==> config.mk <==
export PLATFORM = sky130hd
export DESIGN_NAME = lbist_ctrl
export DESIGN_NICKNAME = d
export VERILOG_FILES = /design/src/rtl/lbist_pkg.sv /design/src/rtl/lbist_ctrl.sv
export SDC_FILE = /design/constraint.sdc
export NUM_CORES = 1
export LEC_CHECK = 0
export BUFFER_PORTS_ARGS = -buffer_cell sky130_fd_sc_hd__buf_4
export CORE_UTILIZATION = 44
export DETAILED_ROUTE_END_ITERATION = 10
export PLACE_DENSITY = 0.95
export SETUP_SLACK_MARGIN = 0.15
export SYNTH_ARGS = -nofsm -noshare
export SYNTH_HDL_FRONTEND = slang
export SYNTH_SLANG_ARGS = --single-unit
==> constraint.sdc <==
create_clock -name clk -period 2.9 [get_ports clk]
set_clock_uncertainty 0.15 [all_clocks]
set_input_delay 0.145 -clock clk [delete_from_list [all_inputs] [get_ports clk]]
set_output_delay 0.145 -clock clk [all_outputs]
set_load 0.03 [all_outputs]
==> src/rtl/lbist_pkg.sv <==
// Shared types and helpers for the LBIST controller: FSM state encoding and
// word slicing out of the packed seed / golden-signature parameters.
package lbist_pkg;

    typedef enum logic [1:0] {
        IDLE = 2'd0,
        SEED = 2'd1,
        WAIT = 2'd2,
        DONE = 2'd3
    } lbist_state_e;

    localparam int unsigned SLICE_VEC_BITS  = 4096;
    localparam int unsigned SLICE_WORD_BITS = 64;

    // Returns word idx of a packed vector of width-bit words (width <= 64).
    function automatic logic [SLICE_WORD_BITS-1:0] slice_word(
        input logic [SLICE_VEC_BITS-1:0] vec,
        input int unsigned               idx,
        input int unsigned               width
    );
        logic [SLICE_VEC_BITS-1:0]  shifted;
        logic [SLICE_WORD_BITS-1:0] mask;
        shifted = vec >> (idx * width);
        mask    = (width >= SLICE_WORD_BITS) ? '1 : ~({SLICE_WORD_BITS{1'b1}} << width);
        return shifted[SLICE_WORD_BITS-1:0] & mask;
    endfunction

endpackage

==> src/rtl/lbist_ctrl.sv <==
// LBIST run sequencer: feeds each seed to the LFSR, asks the MISR for a hash,
// compares the returned signature with its golden value and reports a pass vector.
module lbist_ctrl
    import lbist_pkg::*;
#(
    parameter int unsigned NUM_SEEDS           = 8,
    parameter int unsigned SEED_BITS           = 32,
    parameter int unsigned SIGNATURE_BITS      = 32,
    parameter int unsigned MAX_OUTPUTS_TO_HASH = 32,
    parameter int unsigned LBIST_MSG_BITS      = $clog2(MAX_OUTPUTS_TO_HASH),
    parameter logic [NUM_SEEDS*SEED_BITS-1:0]      LBIST_SEEDS          = '0,
    parameter logic [NUM_SEEDS*SIGNATURE_BITS-1:0] LBIST_EXP_SIGNATURES = '0
) (
    input  logic                      clk,
    input  logic                      reset,
    input  logic                      lbist_req_val,
    output logic                      lbist_req_rdy,
    output logic                      lbist_resp_val,
    output logic [NUM_SEEDS-1:0]      lbist_resp_msg,
    input  logic                      lbist_resp_rdy,
    output logic                      lfsr_resp_val,
    output logic [SEED_BITS-1:0]      lfsr_resp_msg,
    input  logic                      lfsr_resp_rdy,
    output logic                      misr_req_val,
    output logic [LBIST_MSG_BITS:0]   misr_req_msg,
    input  logic                      misr_req_rdy,
    input  logic                      misr_resp_val,
    input  logic [SIGNATURE_BITS-1:0] misr_resp_msg,
    output logic                      misr_resp_rdy
);

    localparam int unsigned IDX_BITS = (NUM_SEEDS > 1) ? $clog2(NUM_SEEDS) : 1;
    localparam logic [IDX_BITS-1:0]     LAST_IDX   = IDX_BITS'(NUM_SEEDS - 1);
    localparam logic [LBIST_MSG_BITS:0] HASH_COUNT = (LBIST_MSG_BITS + 1)'(MAX_OUTPUTS_TO_HASH);

    lbist_state_e           state_q, state_d;
    logic [IDX_BITS-1:0]    idx_q, idx_d;
    logic [NUM_SEEDS-1:0]   result_q, result_d;
    logic                   lfsr_sent_q, lfsr_sent_d;
    logic                   misr_sent_q, misr_sent_d;

    logic [SEED_BITS-1:0]      cur_seed;
    logic [SIGNATURE_BITS-1:0] cur_exp;
    logic                      lfsr_fire;
    logic                      misr_req_fire;
    logic                      sig_match;

    assign cur_seed = SEED_BITS'(slice_word(SLICE_VEC_BITS'(LBIST_SEEDS),
                                            32'(idx_q), SEED_BITS));
    assign cur_exp  = SIGNATURE_BITS'(slice_word(SLICE_VEC_BITS'(LBIST_EXP_SIGNATURES),
                                                 32'(idx_q), SIGNATURE_BITS));

    assign lfsr_fire     = lfsr_resp_val && lfsr_resp_rdy;
    assign misr_req_fire = misr_req_val && misr_req_rdy;
    assign sig_match     = (misr_resp_msg == cur_exp);

    always_ff @(posedge clk or negedge reset) begin
        if (!reset) begin
            state_q     <= IDLE;
            idx_q       <= '0;
            result_q    <= '0;
            lfsr_sent_q <= 1'b0;
            misr_sent_q <= 1'b0;
        end else begin
            state_q     <= state_d;
            idx_q       <= idx_d;
            result_q    <= result_d;
            lfsr_sent_q <= lfsr_sent_d;
            misr_sent_q <= misr_sent_d;
        end
    end

    always_comb begin
        state_d     = state_q;
        idx_d       = idx_q;
        result_d    = result_q;
        lfsr_sent_d = lfsr_sent_q;
        misr_sent_d = misr_sent_q;
        unique case (state_q)
            IDLE: begin
                if (lbist_req_val) begin
                    state_d     = SEED;
                    idx_d       = '0;
                    result_d    = '0;
                    lfsr_sent_d = 1'b0;
                    misr_sent_d = 1'b0;
                end
            end
            SEED: begin
                // The two transfers are independent; leave once both have fired.
                if (lfsr_fire)     lfsr_sent_d = 1'b1;
                if (misr_req_fire) misr_sent_d = 1'b1;
                if (lfsr_sent_d && misr_sent_d) state_d = WAIT;
            end
            WAIT: begin
                if (misr_resp_val) begin
                    result_d[idx_q] = sig_match;
                    if (idx_q == LAST_IDX) begin
                        state_d = DONE;
                    end else begin
                        idx_d       = idx_q + IDX_BITS'(1);
                        lfsr_sent_d = 1'b0;
                        misr_sent_d = 1'b0;
                        state_d     = SEED;
                    end
                end
            end
            DONE: begin
                if (lbist_resp_rdy) state_d = IDLE;
            end
            default: state_d = IDLE;
        endcase
    end

    always_comb begin
        lbist_req_rdy  = 1'b0;
        lbist_resp_val = 1'b0;
        lbist_resp_msg = '0;
        lfsr_resp_val  = 1'b0;
        lfsr_resp_msg  = cur_seed;
        misr_req_val   = 1'b0;
        misr_req_msg   = HASH_COUNT;
        misr_resp_rdy  = 1'b0;
        unique case (state_q)
            IDLE: lbist_req_rdy = 1'b1;
            SEED: begin
                lfsr_resp_val = !lfsr_sent_q;
                misr_req_val  = !misr_sent_q;
            end
            WAIT: misr_resp_rdy = 1'b1;
            DONE: begin
                lbist_resp_val = 1'b1;
                lbist_resp_msg = result_q;
            end
            default: lbist_req_rdy = 1'b0;
        endcase
    end

endmodule

# After elaboration in Yosys (flattened, before gate mapping)
# Index checks and enable logic that the tools add are counted.
# Widths: inputs -> output; s select.
# op_classes
addsub,1
order_cmp,2
eq_ne,10
n_shift,1
muxes,31
reduce_logical,13
# op_table
op,count
$eq 32x32->1,1
$shr 1x8->32 const A,1
$mux 8,3
$pmux 8 s2,1
$mux 1,13
$reduce_and 4->1,3
$mux 2,5
$ne 2x2->1 const B,5
$mux 3,3
$bwmux 8,1
$pmux 2 s4,1
$pmux 1 s3,2
$pmux 3 s2,1
$eq 2x2->1 const B,2
$logic_and 1x1->1,4
$lt 3x4->1 const B,1
$add 3x1->3 const B,1
$demux 1 s3,1
$eq 3x3->1 const B,1
$ge 3x1->1 const B,1
$reduce_and 3->1,1
$reduce_bool 3->1,1
$eq 2x1->1 const B,1
$logic_not 1->1,2
2 further kinds,2
# totals
register_bits,15
output_inout_bits,51
wordCells,63

# Depth between registers and ports, before layout
# logic_depth
ltp_word,8
depth_mapped,6
mapped_depth_nobuf,4

# Worst setup path after synthesis
# No wires, ideal clock.
# synth_timing
kind,register to register
startpoint,register state_q[0]
endpoint,register result_q[3]
t_arrival_ps,1536
required_time_ps,2640
path_slack_ps,1104
stages_incl_launch_ff,5
period_less_slack_ps,1796
path_cell_list,dfrtp_1 > clkbuf_1 > nor2_1 > nand3_1 > o41ai_1
# synth_via
elab_chain_cells,3
word_cells_on_any_way,7
# synth_rtl
item,line_no,rtl
from (decl),lbist_ctrl.sv:36,"lbist_state_e state_q, state_d;"
from (signal assigned),lbist_ctrl.sv:65,state_q <= state_d;
$eq 2x2->1 or $logic_not 2->1 (tied branches),lbist_ctrl.sv:79,unique case (state_q)
$ne 2x2->1 (no line) or $reduce_bool 2->1 (tied branches),--,
$reduce_and 3->1 (no line),--,
to (signal assigned),lbist_ctrl.sv:67,result_q <= result_d;
to (decl),lbist_ctrl.sv:38,"logic [NUM_SEEDS-1:0] result_q, result_d;"
# Parallel ways exist; a longest one is shown, timed or not.
# A chain may end at the register's enable or synchronous reset.

# Final worst setup path
# layout_timing
startpoint,register state_q[1]
endpoint,output port misr_resp_rdy
# layout_via
elab_chain_cells,2
# layout_rtl
item,line_no,rtl
$eq 2x2->1,lbist_ctrl.sv:124,unique case (state_q)
$mux 1,lbist_ctrl.sv:124,
to (decl),lbist_ctrl.sv:29,output logic misr_resp_rdy
# No other way between the ends.

==> metrics.md <==
| Metric | Value |
|---|---|
| Avg WL per Cell | 12.1 microns |
| Slew Limit Fails | 0 |
| WP buf/inv | 2 |
| P_leak | 0.806 nW |
| Seq/Total Area, Yosys | 0.304 |
| Max Cap Viol | 0 |
| Worst R2R Path Depth | 4 |
| Total Nets Final | 233 |
| Fin util | 0.592 |
| WS Path Type | register to primary output |
| Clock Pin Slew Worst Setup and Hold Paths | 90 ps |
| Port Buffers | 51 |
| Post-Route WL | 2680 microns |
| Hold slack final | 22.1 ps |
| Initial Util | 0.481 |
| H-tree Lvls | 1 |
| CP max stage cell | dfrtp_1 |
| Required time of the critical path | 2610 ps |
| DR vias | 1104 |
| CP Data Arrival Time | 1870 ps |
| RSZ-0062 raised after global routing | no |
| Power per cell area | 630 nW/um^2 |
| Crit-path max cell delay | 600 ps |
| Crit path depth | 3 |
| Post-cts resize count | 0 |
| Vias per std cell | 5.00 |
| Die area | 3030 sq um |
| Largest net degree at the start of global routing | 19 |
| Core region area | 2570 sq um |
| Final min period | 2170 ps |
| FP Rows | 18 |
| CP startpoint kind | register |
| Chip Width | 55.0 microns |
| Inserted Diodes | 0 |
| Syn avg cell area | 8.71 sq um |
| Fin Setup TNS | 0 ps |
| Outcome | finished clean |
| YS warnings | 0 |
| Placed Area | 1450 sq um |
| Slew @ Worst Pin | 508 ps |
| Die Span Y | 55.0 microns |
| CTS max path bufs | 2 |
| Total grt overflow | 0 |
| Clock latency on the worst-skew pair | 300 ps |
| Final ANT Viol Nets | 0 |
| Final worst path period share | 0.747 |
| Synthesized instance count | 142 |
| Initial antenna violation count | 0 |
| Maximum vdd drop | 0.493 mV |
| Final WS setup | 734 ps |
| Critical Path, Cell by Cell | inv_1 > nor2_1 > buf_4 |
| Final setup viols | 0 |
| GP Congestion | 0.802 |
| Global-route wire length before repair | 4010 microns |
| Layout cell share with drive strength beyond 1 | 0.330 |
| Design area | 1520 sq um |
| Seq cells post-synth | 15 |
| Post-CTS Hold Buffers | 4 |
| Worst slew margin | 0.662 |
| I/O pin cnt | 90 |
| Critical Path Sink Type | primary output |
| Clk sinks | 15 |
| Drt first pass iters | 4 |
| Crit path max-delay family | flip-flops |
| CTS buffer count | 3 |
| Post-DP HPWL | 2080 microns |
| Cell variety after synth | 32 |
| Area grow syn2layout | 23.0% |
| Buffers inserted by post-CTS timing repair | 0 |
| Initial drt markers | 24 |
| Mapped cell area | 1240 sq um |
| Clk root buf | clkbuf_4 |
| Hold/Removal Path Class | input pin to register |
| CTS tree | built |
| DRC viols | 0 |
| Vias in the first global route | 930 |
| Pre-CTS setup slack | 937 ps |
| Final hold vios | 0 |
| Critical Path Fanout Max | 16 |
| F_max | 0.462 GHz |
| Tot GR Track Use | 0.190 |
| Hold depth | 4 |
[routing by layer]
| metal | track usage | vias up | wire length (microns) |
|---|---|---|---|
| li1 | - | 531 | - |
| met1 | 0.197 | 509 | 989 |
| met2 | 0.355 | 59 | 1470 |
| met3 | 0.0191 | 5 | 168 |
| met4 | 0.129 | 0 | 47 |
| met5 | 0 | - | 0 |
[synthesized netlist by cell type]
library cell | number | area, sq um
o22ai_1 | 1 | 6.26
inv_1 | 3 | 11.3
o211ai_1 | 1 | 7.51
or2_1 | 2 | 12.5
dfrtp_1 | 15 | 375
ha_1 | 2 | 25.0
mux2i_1 | 1 | 10.0
and3_1 | 8 | 50.1
a21oi_1 | 6 | 30.0
a21o_4 | 1 | 15.0
nor4_2 | 1 | 12.5
nor2b_1 | 2 | 12.5
nand2_1 | 6 | 22.5
a31oi_1 | 2 | 12.5
a22o_2 | 4 | 40.0
nor2_1 | 5 | 18.8
o311ai_0 | 1 | 8.76
and2_1 | 1 | 6.26
o21ai_1 | 3 | 15.0
and2b_2 | 1 | 8.76
clkbuf_1 | 4 | 15.0
o41ai_1 | 6 | 52.6
buf_2 | 1 | 5.00
nand4_1 | 3 | 18.8
nand3_1 | 2 | 10.0
buf_6 | 3 | 33.8
nor4_1 | 8 | 50.1
o21ai_0 | 7 | 35.0
mux2_4 | 1 | 15.0
conb_1 | 2 | 7.51
buf_4 | 38 | 285
o31ai_1 | 1 | 7.51
[flip-flops by register name, indices dropped and copies added (netlist names)]
| signal | cells |
|---|---|
| idx_q | 3 |
| lfsr_sent_q | 1 |
| misr_sent_q | 1 |
| result_q | 8 |
| state_q | 2 |
[tightest hold or removal path: stages]
cell and delay (ps):
buf_4 80, nand2_1 50, o211ai_1 90, nand2_1 70
[per-stage QoR]
stage | total power [W] | instances
floorplan | 0.000744 | 178
global placement | 0.000812 | 213
detailed placement | 0.000826 | 213
CTS | 0.000955 | 221
global route | 0.00103 | 221
finish | 0.000957 | 221
[area by class of cell]
| type | count | area [sq um] |
|---|---|---|
| Tap cell | 30 | 37.5 |
| Fill cell | 223 | 1050 |
| Inverter | 3 | 11.3 |
| Clock buffer | 3 | 22.5 |
| Timing Repair Buffer | 55 | 423 |
| Sequential cell | 15 | 375 |
| Clock inverter | 1 | 5.00 |
| Multi-Input combinational cell | 114 | 646 |
[cells in the final DEF (no fill, tap or decap), types with 2 or more instances in the layout]
| master | n |
|---|---|
| a22o_2 | 4 |
| conb_1 | 38 |
| nor2b_1 | 2 |
| o21ai_1 | 3 |
| dfrtp_1 | 15 |
| and3_1 | 8 |
| or2_1 | 2 |
| inv_1 | 3 |
| o21ai_0 | 7 |
| nand3_1 | 2 |
| dlygate4sd3_1 | 4 |
| clkbuf_4 | 3 |
| o41ai_1 | 6 |
| ha_1 | 2 |
| buf_4 | 51 |
| nor2_1 | 5 |
| nand4_1 | 3 |
| nand2_1 | 6 |
| nor4_1 | 8 |
| a21oi_1 | 6 |
| a31oi_1 | 2 |
[logic make-up after synthesis]
group,after synthesis,synth area share
AO/OA/AOI/OAI,33,0.186
AND/OR/NAND/NOR,39,0.180
other,2,0.00608
flip-flops,15,0.304
buffers and inverters,49,0.283
multiplexers,2,0.0202
adder cells (fa/ha/maj),2,0.0202
[power by group]
| group | switching, W | total [W] | internal, W |
|---|---|---|---|
| Combinational | 0.000302 | 0.000488 | 0.000186 |
| Clock | 0.0000752 | 0.000127 | 0.0000514 |
| Sequential | 0.0000929 | 0.000342 | 0.000249 |
| Total | 0.000470 | 0.000957 | 0.000487 |
[worst paths after layout]
check / startpoint / to / slack (ps)
max reg2reg: state_q[1]$_DFFE_PN0P_ / result_q[3]$_DFFE_PN0P_ / 900
min: lbist_resp_rdy / state_q[0]$_DFFE_PN0P_ / 20
max in group asynchronous: reset / idx_q[1]$_DFFE_PN0P_ / 2350
min reg2reg: result_q[4]$_DFFE_PN0P_ / result_q[4]$_DFFE_PN0P_ / 360
min in group asynchronous: reset / result_q[5]$_DFFE_PN0P_ / 70
max: state_q[1]$_DFFE_PN0P_ / misr_resp_rdy / 730
Power figures use the tool's default switching activity.
